**config.mk**
```make
export PLATFORM = sky130hd
export DESIGN_NAME = mem_dma
export DESIGN_NICKNAME = d
export VERILOG_FILES = /design/src/rtl/mem_dma.sv
export SDC_FILE = /design/constraint.sdc
export NUM_CORES = 1
export LEC_CHECK = 0
export CORE_AREA = 2 2 101 123
export CTS_CLUSTER_DIAMETER = 60
export DETAILED_ROUTE_END_ITERATION = 10
export DIE_AREA = 0 0 103 125
export GPL_ROUTABILITY_DRIVEN = 0
export PLACE_DENSITY = 0.49
export SYNTH_ARGS = -nofsm -noshare
export SYNTH_HDL_FRONTEND = slang
export SYNTH_SLANG_ARGS = --single-unit
```
**constraint.sdc**
```tcl
create_clock -name clk -period 3.2 [get_ports clk]
set_input_delay 0.48 -clock clk [delete_from_list [all_inputs] [get_ports clk]]
set_output_delay 0.48 -clock clk [all_outputs]
set_load 0.05 [all_outputs]
```
**src/rtl/mem_dma.sv**
```systemverilog
// Block copy / block fill engine for the RAM data port.
// Streams one byte per cycle, relying on the RAM's 1-cycle registered read.
module mem_dma #(
  parameter int AW = 8,
  parameter int DW = 8
) (
  input  logic          clk,
  input  logic          sync_rst,
  input  logic          start,
  input  logic          mode,
  input  logic [AW-1:0] src,
  input  logic [AW-1:0] dst,
  input  logic [AW-1:0] len,
  input  logic [DW-1:0] fill_val,
  output logic          busy,
  output logic          done,
  output logic [AW-1:0] addr_read_A,
  output logic          read_en_A,
  input  logic [DW-1:0] rd_data,
  output logic [AW-1:0] addr_write,
  output logic [DW-1:0] data,
  output logic          write_en
);

  typedef enum logic [2:0] {
    IDLE  = 3'd0,
    COPY  = 3'd1,
    FILL  = 3'd2,
    FLUSH = 3'd3,
    DONE  = 3'd4
  } state_t;

  state_t        state;
  logic          mode_r;
  logic [DW-1:0] fill_r;
  logic [AW-1:0] cnt_r;
  logic [AW-1:0] wr_ptr_r;

  // Write data: read data passes straight through in copy mode
  always_comb begin
    data = rd_data;
    if (mode_r) begin
      data = fill_r;
    end else begin
      data = rd_data;
    end
  end

  // Transfer sequencer with registered RAM-side controls
  always_ff @(posedge clk) begin
    if (sync_rst) begin
      state       <= IDLE;
      mode_r      <= 1'b0;
      fill_r      <= {DW{1'b0}};
      cnt_r       <= {AW{1'b0}};
      wr_ptr_r    <= {AW{1'b0}};
      busy        <= 1'b0;
      done        <= 1'b0;
      read_en_A   <= 1'b0;
      addr_read_A <= {AW{1'b0}};
      write_en    <= 1'b0;
      addr_write  <= {AW{1'b0}};
    end else begin
      case (state)
        IDLE: begin
          done      <= 1'b0;
          read_en_A <= 1'b0;
          write_en  <= 1'b0;
          busy      <= 1'b0;
          if (start) begin
            if (len == {AW{1'b0}}) begin
              state <= DONE;
              done  <= 1'b1;
            end else begin
              mode_r   <= mode;
              fill_r   <= fill_val;
              cnt_r    <= len;
              busy     <= 1'b1;
              if (mode) begin
                state      <= FILL;
                write_en   <= 1'b1;
                addr_write <= dst;
              end else begin
                state       <= COPY;
                read_en_A   <= 1'b1;
                addr_read_A <= src;
                wr_ptr_r    <= dst;
              end
            end
          end
        end
        COPY: begin
          // Each read's data lands next cycle, so the write trails by one
          write_en   <= 1'b1;
          addr_write <= wr_ptr_r;
          wr_ptr_r   <= wr_ptr_r + AW'(1);
          if (cnt_r == AW'(1)) begin
            state     <= FLUSH;
            read_en_A <= 1'b0;
          end else begin
            cnt_r       <= cnt_r - AW'(1);
            addr_read_A <= addr_read_A + AW'(1);
          end
        end
        FILL: begin
          if (cnt_r == AW'(1)) begin
            state    <= DONE;
            write_en <= 1'b0;
            busy     <= 1'b0;
            done     <= 1'b1;
          end else begin
            cnt_r      <= cnt_r - AW'(1);
            addr_write <= addr_write + AW'(1);
          end
        end
        FLUSH: begin
          state    <= DONE;
          write_en <= 1'b0;
          busy     <= 1'b0;
          done     <= 1'b1;
        end
        DONE: begin
          state <= IDLE;
          done  <= 1'b0;
        end
        default: begin
          state     <= IDLE;
          busy      <= 1'b0;
          done      <= 1'b0;
          read_en_A <= 1'b0;
          write_en  <= 1'b0;
        end
      endcase
    end
  end

endmodule
```
Word level (Yosys, flattened, before mapping)
Cells that the tools add are included.
{"block": "totals", "register_bits": 48, "inputBits": 44, "out_inout_bits": 28, "elab_cells": 93}
{"block": "classes", "n_eq_ne": 14, "bitwise": 5, "n_addsub": 4, "n_reduce_logical": 18, "n_mux": 41}
{"cell": "8-bit two-way mux", "n": 15}
{"cell": "8-bit case mux with 2 select lines", "n": 3}
{"cell": "8-bit by 1-bit adder with 8-bit output (second input constant)", "n": 3}
{"cell": "8-bit case mux with 3 select lines", "n": 1}
{"cell": "2-bit inequality test (second input constant)", "n": 9}
{"cell": "1-bit two-way mux", "n": 12}
{"cell": "3-bit two-way mux", "n": 4}
{"cell": "3-bit case mux with 4 select lines", "n": 1}
{"cell": "5-bit AND reduction", "n": 2}
{"cell": "8-bit by 1-bit equality test with 1-bit output (second input constant)", "n": 1}
{"cell": "8-bit zero test", "n": 1}
{"cell": "1-bit case mux with 4 select lines", "n": 2}
{"cell": "2-bit AND reduction", "n": 4}
{"cell": "4-bit AND reduction", "n": 2}
{"cell": "8-bit by 1-bit subtractor with 8-bit output (second input constant)", "n": 1}
{"cell": "3-bit by 2-bit equality test with 1-bit output (second input constant)", "n": 2}
{"cell": "1-bit case mux with 3 select lines", "n": 2}
{"cell": "3-bit AND reduction", "n": 2}
{"cell": "1-bit inverter", "n": 5}
{"cell": "2-bit nonzero test", "n": 2}
{"cell": "2-bit OR reduction", "n": 2}
{"cell": "3-bit by 1-bit equality test with 1-bit output (second input constant)", "n": 1}
{"cell": "3-bit equality test (second input constant)", "n": 1}
{"cell": "3-bit zero test", "n": 1}
{"cell": "3 further kinds", "n": 3}

Longest topological paths before layout
{"block": "depth", "word_depth": 4, "mapped_depth": 8, "mapped_depth_nobuf": 7}

Worst setup path after synthesis
No wires, ideal clock.
{"block": "synth_timing", "path_kind": "input to register", "from": "in len[4]", "to": "reg wr_ptr_r[0]", "arrival_time_ns": 1.854, "required_time_ns": 3.065, "setup_ns": 0.135, "stages": 6, "n_path_buf": 1, "slack_ns": 1.211, "cell_sequence": "or4_4 or2_1 a41o_1 buf_6 a21oi_1 a311oi_2"}
{"block": "synth_via", "elab_chain_len": 3}
{"item": "start, declared", "line": "13", "text": "input logic [AW-1:0] len,"}
{"item": "8-bit zero test", "line": "71", "text": "if (len == {AW{1'b0}}) begin"}
{"item": "2-bit inequality test (no source line)"}
{"item": "4-bit AND reduction (no source line)"}
{"item": "end signal, assigned", "line": "56", "text": "wr_ptr_r <= {AW{1'b0}};"}
{"item": "end signal, assigned", "line": "87", "text": "wr_ptr_r <= dst;"}
{"item": "end signal, assigned", "line": "96", "text": "wr_ptr_r <= wr_ptr_r + AW'(1);"}
{"item": "end, declared", "line": "37", "text": "logic [AW-1:0] wr_ptr_r;"}
Every way passes these cells.
A chain may end at the register's enable or synchronous reset.

Worst setup path after layout
{"block": "layout_timing", "from": "reg mode_r", "to": "out data[0]"}
{"block": "layout_via", "elab_chain_len": 1}
{"item": "start, declared", "line": "34", "text": "logic mode_r;"}
{"item": "start signal, assigned", "line": "75", "text": "mode_r <= mode;"}
{"item": "8-bit two-way mux", "line": "42", "text": "if (mode_r) begin"}
{"item": "end, declared", "line": "21", "text": "output logic [DW-1:0] data,"}
Every way passes these cells.

==> metrics.cfg <==
[run_status]
status=complete, no violations

[job]
max_cap_violations=0

[critical_path]
startpoint_type=flip-flop
path_max_fanout=9
critPathKind=flip-flop to primary output
worstPathRequired_ns=2.72
end_kind=primary output
critPathMaxStageDelay_ns=0.71
regToRegStartpoint=state[1]
crit_arrival_ns=1.95
cp_top_family=buffers and inverters
cp_cell_sequence=mux2_2, clkdlybuf4s50_1
r2r_setup_slack_ns=0.79
worst-path-buf-inv=1
critical-path-slowest-cell=clkdlybuf4s50_1
startpoint=mode_r

[power]
p_int_uw=1530
p_comb_share_pct=47.3
pwr-share-clk_pct=20.6
seq_power_share_pct=32.1
leakage_uw=0.00145
power.switching_uw=1140
powerDensity_nw_per_um2=672
p_sw_share_pct=42.7
vdd_ir_drop_max_mv=0.273

[timing]
rsz0062_at_grt=no
setup_viol=0
clock_skew_ns=0.00522
slew_violations=0
worst_slew_pin_slew_ns=0.995
hold_violations=0
layout_min_cycle_time_ns=2.43
hold_ws_ns=0.468
finalSetupTns_ns=0
fmax_mhz=412
worst_slack_ns=0.772
period_share_pct=75.9
slew_headroom_pct=33.6

[cts]
cts.sinks=48
hold_buffers=0
htree_levels=2
clock_latency_ns=0.29
ctsResizeCount=0
post_cts_buffers=0
cts_buffers=5
cts_tree=built
cts_buffer_depth=2
cts_root_buf=clkbuf_16
path_clk_slew_ns=0.06

[synth]
ys.flop_type=dfxtp_1
synth.area.top_cells=dfxtp_1 (32%), a21oi_1 (6.7%), nor2_1 (4.9%)
synth_area_per_cell_sq_um=7.98
ys_types=71
yosys_warnings=0
ys_seq_area_share_pct=32.4
synth_top_area_share_pct=32.4
synth_top_area_cell=dfxtp_1
synthCells=372
synth_nets=421
syn_area_sq_um=2970
yosys_register_bits=48
synth_edf_count=0
ys_async_sr_fraction_pct=0

[drt]
avgRoutedWirePerCell_um=15.2
drt_iter0_drc=119
firstDrtPassIters=5
drc=0
wl_um=9060
final_antenna_net_count=0
viasPerCell=5.10
vias=3032

[worst_hold_path]
hold_class=flip-flop to flip-flop
worstHoldStart=write_en

[grt]
grt_pass1_vias=2905
grt_pass1_wl_um=15000
grt_start_max_net_pins=44
gr-total-overflow=0
grtUsageTotal_pct=14.5
grt_antenna_before_repair=0

[final_layout]
layout_commonest_cell=clkdlybuf4s50_1
layout.nets=482
final_cell_mix=clkdlybuf4s50_1 (71), dfxtp_1 (48), a21oi_1 (40), nor2_1 (39), nand2_1 (35)
fillers=1287
layout-drive-gt1-share_pct=10.6
area_growth_pct=33.5
diodes=0

[floorplan]
die_area_sq_um=12900
die_h_um=125
ios=72
die_x_um=103
start_util_pct=25.2
fp-row-count=44
core-area_sq_um=11800

[place]
portBuffers=71
dp_hpwl_um=6460
post-place-ws_ns=0.537

tightest hold or removal path, cell delays in order (launching register included):
cell	delay, ns
dfxtp_1	0.32
nand2_1	0.05
a21oi_1	0.05
kinds of logic (layout without fill, tap and decap cells):
family,after synthesis,in the layout,share of synthesized area (%)
mux,17,17,6.07
flops,48,48,32.4
simple gates,138,138,24.0
buf+inv,34,96,5.44
fa+ha+maj,5,5,2.11
xor+xnor,5,5,1.48
compound gates,125,125,28.5
cell usage after synthesis, types with 4 or more instances:
cell type,count
a211oi_1,5
a21oi_1,40
a31oi_1,7
and3_1,5
buf_2,6
clkbuf_1,15
dfxtp_1,48
ha_1,5
inv_1,7
mux2_2,8
mux2i_1,9
nand2_1,35
nand3_1,13
nand3b_1,4
nand4_1,5
nor2_1,39
nor3_1,5
o21ai_0,19
o21ai_1,5
o22ai_1,5
o32ai_1,4
xor2_1,4
area by class of cell:
class,instances,area [sq um],share of cell area (%)
Tap cell,161,201,5.08
Multi-Input combinational cell,290,1850,46.6
Timing Repair Buffer,80,778,19.6
Clock buffer,8,146,3.69
Sequential cell,48,961,24.3
Inverter,8,30.0,0.758
sequential cells by signal (all words and copies together), names as in the netlist:
signal,cells
cnt_r,8
mode_r,1
done,1
write_en,1
read_en_A,1
addr_read_A,8
state,3
busy,1
fill_r,8
wr_ptr_r,8
addr_write,8
layer usage:
metal	global-route usage, %	up-vias	wire (um)
met3	3.02	10	505
met1	19.3	1422	4140
met2	23.2	95	4250
met4	5.11	0	171
met5	0	-	0
li1	-	1505	-
through the flow:
step	area (sq um)	total power (uW)	cells	utilization, %
after floorplan	2970	1770	372	-
after global placement	3820	2120	587	32.4
after detailed placement	3820	2130	587	32.4
after CTS	3960	2690	595	33.6
after global routing	3960	2850	595	33.6
final	3960	2660	595	33.6
power groups by stage:
stage | combinational [uW] | sequential (uW) | clock [uW]
after floorplan | 762 | 1010 | 0
after global placement | 1250 | 866 | 0
after detailed placement | 1260 | 866 | 0
after CTS | 1260 | 855 | 567
after global routing | 1380 | 878 | 587
final | 1260 | 855 | 548
worst paths after layout:
kind | to | cells after the start
max | data[0] | 2
min | write_en | 2
max reg2reg | addr_read_A[2] | 6
min reg2reg | write_en | 2
(Power assumes the default switching activity.)
